$ cat src/rtl/pipe_stage_reg.sv
// Inter-stage pipeline register with valid/ready handshake, optional skid entry
// (registered in_ready) and synchronous flush that lets HOLD_MASK bits pass through.
module pipe_stage_reg #(
  parameter int unsigned      WIDTH        = 64,
  parameter logic [WIDTH-1:0] BUBBLE_VALUE = '0,
  parameter logic [WIDTH-1:0] HOLD_MASK    = '0,
  parameter bit               SKID_EN      = 1'b1
) (
  input  logic             CLK,
  input  logic             RST,
  input  logic             flush,
  input  logic             in_valid,
  output logic             in_ready,
  input  logic [WIDTH-1:0] in_data,
  output logic             out_valid,
  input  logic             out_ready,
  output logic [WIDTH-1:0] out_data,
  output logic [1:0]       occupancy
);

  logic             main_valid_q, main_valid_d;
  logic             skid_valid_q, skid_valid_d;
  logic [WIDTH-1:0] main_data_q, main_data_d;
  logic [WIDTH-1:0] skid_data_q, skid_data_d;
  logic [1:0]       occ_q, occ_d;
  logic             push, pop;

  // With the skid entry, in_ready depends only on a flop, so it never
  // combinationally sees out_ready.
  generate
    if (SKID_EN) begin : g_skid_rdy
      assign in_ready = !skid_valid_q;
    end else begin : g_flow_rdy
      assign in_ready = !main_valid_q | out_ready;
    end
  endgenerate

  assign push = in_valid & in_ready;
  assign pop  = main_valid_q & out_ready;

  always_comb begin
    main_valid_d = main_valid_q;
    skid_valid_d = skid_valid_q;
    main_data_d  = main_data_q;
    skid_data_d  = skid_data_q;
    if (flush) begin
      main_valid_d = 1'b0;
      skid_valid_d = 1'b0;
      main_data_d  = (in_data & HOLD_MASK) | (BUBBLE_VALUE & ~HOLD_MASK);
      skid_data_d  = BUBBLE_VALUE;
    end else if (SKID_EN) begin
      if (skid_valid_q) begin
        // Full: in_ready is low, so only a pop can move state.
        if (pop) begin
          main_data_d  = skid_data_q;
          skid_valid_d = 1'b0;
        end
      end else if (main_valid_q) begin
        if (push && pop) begin
          main_data_d = in_data;
        end else if (push) begin
          skid_data_d  = in_data;
          skid_valid_d = 1'b1;
        end else if (pop) begin
          main_valid_d = 1'b0;
        end
      end else if (push) begin
        main_data_d  = in_data;
        main_valid_d = 1'b1;
      end
    end else begin
      skid_valid_d = 1'b0;
      if (push) begin
        main_data_d  = in_data;
        main_valid_d = 1'b1;
      end else if (pop) begin
        main_valid_d = 1'b0;
      end
    end
    occ_d = {1'b0, main_valid_d} + {1'b0, skid_valid_d};
  end

  always_ff @(posedge CLK or posedge RST) begin
    if (RST) begin
      main_valid_q <= 1'b0;
      skid_valid_q <= 1'b0;
      main_data_q  <= BUBBLE_VALUE;
      skid_data_q  <= BUBBLE_VALUE;
      occ_q        <= 2'd0;
    end else begin
      main_valid_q <= main_valid_d;
      skid_valid_q <= skid_valid_d;
      main_data_q  <= main_data_d;
      skid_data_q  <= skid_data_d;
      occ_q        <= occ_d;
    end
  end

  assign out_valid = main_valid_q;
  assign out_data  = main_data_q;
  assign occupancy = occ_q;

endmodule

$ cat config.mk
export PLATFORM = sky130hd
export DESIGN_NAME = pipe_stage_reg
export DESIGN_NICKNAME = d
export VERILOG_FILES = /design/src/rtl/pipe_stage_reg.sv
export SDC_FILE = /design/constraint.sdc
export NUM_CORES = 1
export LEC_CHECK = 0
export BUFFER_PORTS_ARGS = -buffer_cell sky130_fd_sc_hd__buf_2
export CORE_MARGIN = 2
export CORE_UTILIZATION = 49
export CTS_CLUSTER_DIAMETER = 80
export DETAILED_ROUTE_END_ITERATION = 12
export PLACE_DENSITY = 0.76
export SLEW_MARGIN = 20
export SYNTH_ARGS = -nofsm -noshare
export SYNTH_HDL_FRONTEND = slang
export SYNTH_SLANG_ARGS = --single-unit
$ cat constraint.sdc
create_clock -name CLK -period 3.6 [get_ports CLK]
set_input_delay 0.18 -clock CLK [delete_from_list [all_inputs] [get_ports CLK]]
set_output_delay 0.18 -clock CLK [all_outputs]
set_load 0.02 [all_outputs]
Word level (Yosys, flattened, before mapping)
Index checks and enable logic that the tools add are counted.
{"block": "word_totals", "regBits": 132, "elab_cells": 40}
{"block": "op_classes", "addsub": 1, "eq_ne": 4, "mux": 21, "bitwise_logic": 2, "reduce_logical": 7}
{"op": "64-bit two-way mux", "count": 10}
{"op": "1-bit two-way mux", "count": 11}
{"op": "2-bit inequality test, second input constant", "count": 2}
{"op": "4-bit by 2-bit inequality test with 1-bit output, second input constant", "count": 1}
{"op": "4-bit AND reduction", "count": 1}
{"op": "2-bit nonzero test", "count": 2}
{"op": "4-bit nonzero test", "count": 1}
{"op": "3-bit by 2-bit inequality test with 1-bit output, second input constant", "count": 1}
{"op": "3-bit AND reduction", "count": 1}
{"op": "1-bit by 1-bit adder with 2-bit output", "count": 1}
{"op": "1-bit bitwise AND", "count": 2}
{"op": "1-bit logical AND", "count": 1}
{"op": "1-bit zero test", "count": 1}

Logic depth before layout (Yosys ltp)
{"block": "logic_depth", "word_depth": 8, "ltp_mapped": 6}

Worst setup path before layout
OpenSTA, ideal clock, no wires.
{"block": "synth_path", "kind": "reg2reg", "start": "register skid_valid_q", "end": "register occ_q[0], in the netlist occupancy[0]", "t_arrival_ps": 1411, "slack_ps": 2063, "path_stages_with_launch": 7, "n_path_buf": 3, "period_less_slack_ps": 1537, "path_cell_list": "dfrtp_1 buf_4 buf_4 buf_2 o21ai_0 a21oi_1 ha_1"}
{"block": "synth_via", "elab_chain_cells": 8}
{"item": "start: declaration", "line_no": "22", "rtl": "logic skid_valid_q, skid_valid_d;"}
{"item": "start signal: assignment", "line_no": "92", "rtl": "skid_valid_q <= skid_valid_d;"}
{"item": "1-bit zero test", "line_no": "32", "rtl": "assign in_ready = !skid_valid_q;"}
{"item": "1-bit bitwise AND", "line_no": "38", "rtl": "assign push = in_valid & in_ready;"}
{"item": "1-bit two-way mux / 1-bit logical AND (equally long branches)", "line_no": "61, 59"}
{"item": "1-bit two-way mux", "line_no": "59", "rtl": "if (push && pop) begin"}
{"item": "1-bit two-way mux", "line_no": "58", "rtl": "end else if (main_valid_q) begin"}
{"item": "1-bit two-way mux *", "line_no": "52", "rtl": "if (skid_valid_q) begin"}
{"item": "1-bit two-way mux *", "line_no": "46", "rtl": "if (flush) begin"}
{"item": "via main_valid_d", "line_no": "21", "rtl": "logic main_valid_q, main_valid_d;"}
{"item": "1-bit by 1-bit adder with 2-bit output *", "line_no": "80", "rtl": "occ_d = {1'b0, main_valid_d} + {1'b0, skid_valid_d};"}
{"item": "via occ_d[0]", "line_no": "25", "rtl": "logic [1:0] occ_q, occ_d;"}
{"item": "end signal: assignment", "line_no": "89", "rtl": "occ_q <= 2'd0;"}
{"item": "end signal: assignment", "line_no": "95", "rtl": "occ_q <= occ_d;"}
{"item": "end: declaration", "line_no": "25"}
Mark *: on every way through the listed nets, which the timed path passes. The rest lies on a longest branch.
A chain may end at the register's enable or synchronous reset.

Worst setup path after layout
{"block": "layout_path", "start": "register skid_valid_q", "end": "register skid_data_q[11]"}
{"block": "layout_via", "elab_chain_cells": 5}
{"item": "1-bit zero test", "line_no": "32"}
{"item": "1-bit bitwise AND", "line_no": "38"}
{"item": "1-bit logical AND", "line_no": "59"}
{"item": "2-bit inequality test (no source line)"}
{"item": "4-bit AND reduction (no source line) *"}
{"item": "end signal: assignment", "line_no": "94", "rtl": "skid_data_q <= skid_data_d;"}
{"item": "end: declaration", "line_no": "24", "rtl": "logic [WIDTH-1:0] skid_data_q, skid_data_d;"}
Every way passes the cells marked *; elsewhere a longest branch is shown, timed or not.

==> metrics.yaml <==
status: "complete, no violations"
crit_fanout: 36
finalCritPeriodShare_pct: 66.4
worst_pin_slew_ps: 1090
wl_per_cell_um: 18.7
layout.nets: 668
synth_top_area_share_pct: 54.0
ios: 137
synthCells: 451
syn_area_per_cell_um2: 13.6
antenna_cells: 0
p_leak_nw: 3.51
start_util_pct: 50.5
yosysMostFrequentCell: "dfrtp_1"
die-area_mm2: 0.0134
fmax_mhz: 418
setup_tns_ps: 0
io_buffers: 136
slowest_stage: "nor4_4"
yosysTopAreaCell: "dfrtp_1"
start_kind: "register"
ctsHoldBuffers: 31
final_util_pct: 63.6
synth_area_leaders: "dfrtp_1, a211oi_2, mux2i_1, a22o_2, a21oi_1"
drv_cap: 0
grt_pass1_wl_mm: 23.7
required_ps: 3950
max-vdd-ir-drop_uv: 332
core_mm2: 0.0121
path_delay_family: "simple AND/OR/NAND/NOR gates"
vias: 4446
critPathCaptureType: "register"
antenna_found_initial: 0
clkLatencyLatePin_ps: 410
syn_area_mm2: 0.00611
synth_edf_count: 0
synth_ff_type: "dfrtp_1"
slew_headroom_pct: 27.4
cts_post_setup_buffers_inserted: 0
skew_ps: 5.57
drive_gt1_share_pct: 48.6
hold_viol: 0
clk_pin_slew_ps: 60
power_mw: 3.99
synth.top_cells.by_count: "dfrtp_1, a21oi_1, mux2i_1"
path_class: "register to register"
drc_errors: 0
grt_usage_pct: 22.8
synth_warnings: 0
synth_nets: 521
cts_root_buffer: "clkbuf_16"
cts.path.max_buffers: 2
die_x_um: 116
finalWeightedCongestion: 0.779
powerDensity_mw_per_mm2: 518
setup_violations: 0
cts_tree: "built"
synth_async_sr_flop_share_pct: 100
rows: 40
n_fill_cell: 920
htreeDepth: 4
synthDistinctLibCells: 21
max_stage_delay_ps: 890
ys_ff_latch: 132
yosysSeqAreaShare_pct: 54.0
critPathBufInv: 1
final.min_clock_period_ps: 2390
post_cts_resized: 0
cts_buffers: 17
first_global_vias: 4652
wirelength_mm: 14.6
dp_hpwl_mm: 8.74
routed_via_density: 5.71
worstPathCellList: "nor4_4, buf_4, a22o_2"
drt-pass1-iter-count: 4
hold_path_class: "primary input to register"
slew_viol_final: 0
ant_nets: 0
overflow: 0
drt_iter0_markers: 317
syn_to_final_growth_pct: 25.9
critPathArrivalTime_ps: 2740
grt_max_degree: 67
cts.sinks: 132
dieHeight_um: 116
grt_setup_unrepaired: "false"
[layout make-up]
| class | instances | area [um2] | share of cell area [%] |
|---|---|---|---|
| multi-input cells | 267 | 2490 | 32.4 |
| flip-flops and latches | 132 | 3310 | 43.0 |
| clock buffers | 22 | 464 | 6.03 |
| inverters | 3 | 15.0 | 0.195 |
| repair buffers | 177 | 1080 | 14.0 |
| clock inverters | 10 | 130 | 1.69 |
| well taps | 168 | 210 | 2.73 |
[worst paths after layout]
path,slack (ps),to,startpoint,cells past startpoint
setup / recovery,1210,skid_data_q[11],skid_valid_q,3
hold / removal,20,skid_data_q[2],in_data[2],2
setup reg to reg,1210,skid_data_q[11],skid_valid_q,3
hold reg to reg,510,skid_data_q[2],skid_data_q[2],1
max in group asynchronous,2180,out_data[15],RST,4
min in group asynchronous,500,out_data[49],RST,3
[metal layers]
metal	vias to the layer above	GRT usage, %	wire length (um)
li1	2027	-	-
met1	2266	31.0	6620
met2	133	35.4	6980
met3	20	6.12	760
met4	0	8.65	247
met5	-	0	0
[sequential cells by signal, indices dropped and copies added, names as in the netlist]
| name | count |
|---|---|
| skid_valid_q | 1 |
| skid_data_q | 64 |
| out_valid | 1 |
| out_data | 64 |
| occupancy | 2 |
[cell usage in the layout (no fill, tap or decap), drive strengths merged]
cell type      n
mux2           1
and2           1
a211oi        64
nor4           1
inv            2
bufinv         3
clkbuf        22
dlygate4sd3   31
o21ai          1
nand2          2
clkinvlp       3
a221oi         1
nand2b         1
ha             1
mux2i         64
a41oi          1
a22o          64
dfrtp        132
buf          146
a21oi         65
clkinv         5
[report_power, final]
part	leakage, nW	switching [mW]	total (mW)	internal [mW]
logic	1.44	0.380	0.618	0.237
registers	1.78	0.0635	1.64	1.57
clock network	0.290	0.619	1.74	1.12
[cell families after synthesis]
| family | Yosys count | share of synthesized area (%) |
|---|---|---|
| flops | 132 | 54.0 |
| mux | 65 | 10.7 |
| fa+ha+maj | 1 | 0.205 |
| compound gates | 196 | 28.9 |
| simple gates | 5 | 0.675 |
| buf+inv | 52 | 5.50 |
[per-stage QoR]
stage | area (um2) | std cells | setup WS [ps] | hold WS [ps]
after detailed placement | 6790 | 716 | 1210 | 416
final | 7700 | 779 | 1210 | 17.5
after CTS | 7700 | 779 | 1200 | 0.153
after global placement | 6790 | 716 | 1300 | 397
after global routing | 7700 | 779 | 1050 | 2.74
after floorplan | 6120 | 451 | 1780 | 313
Power figures use the tool's default switching activity.
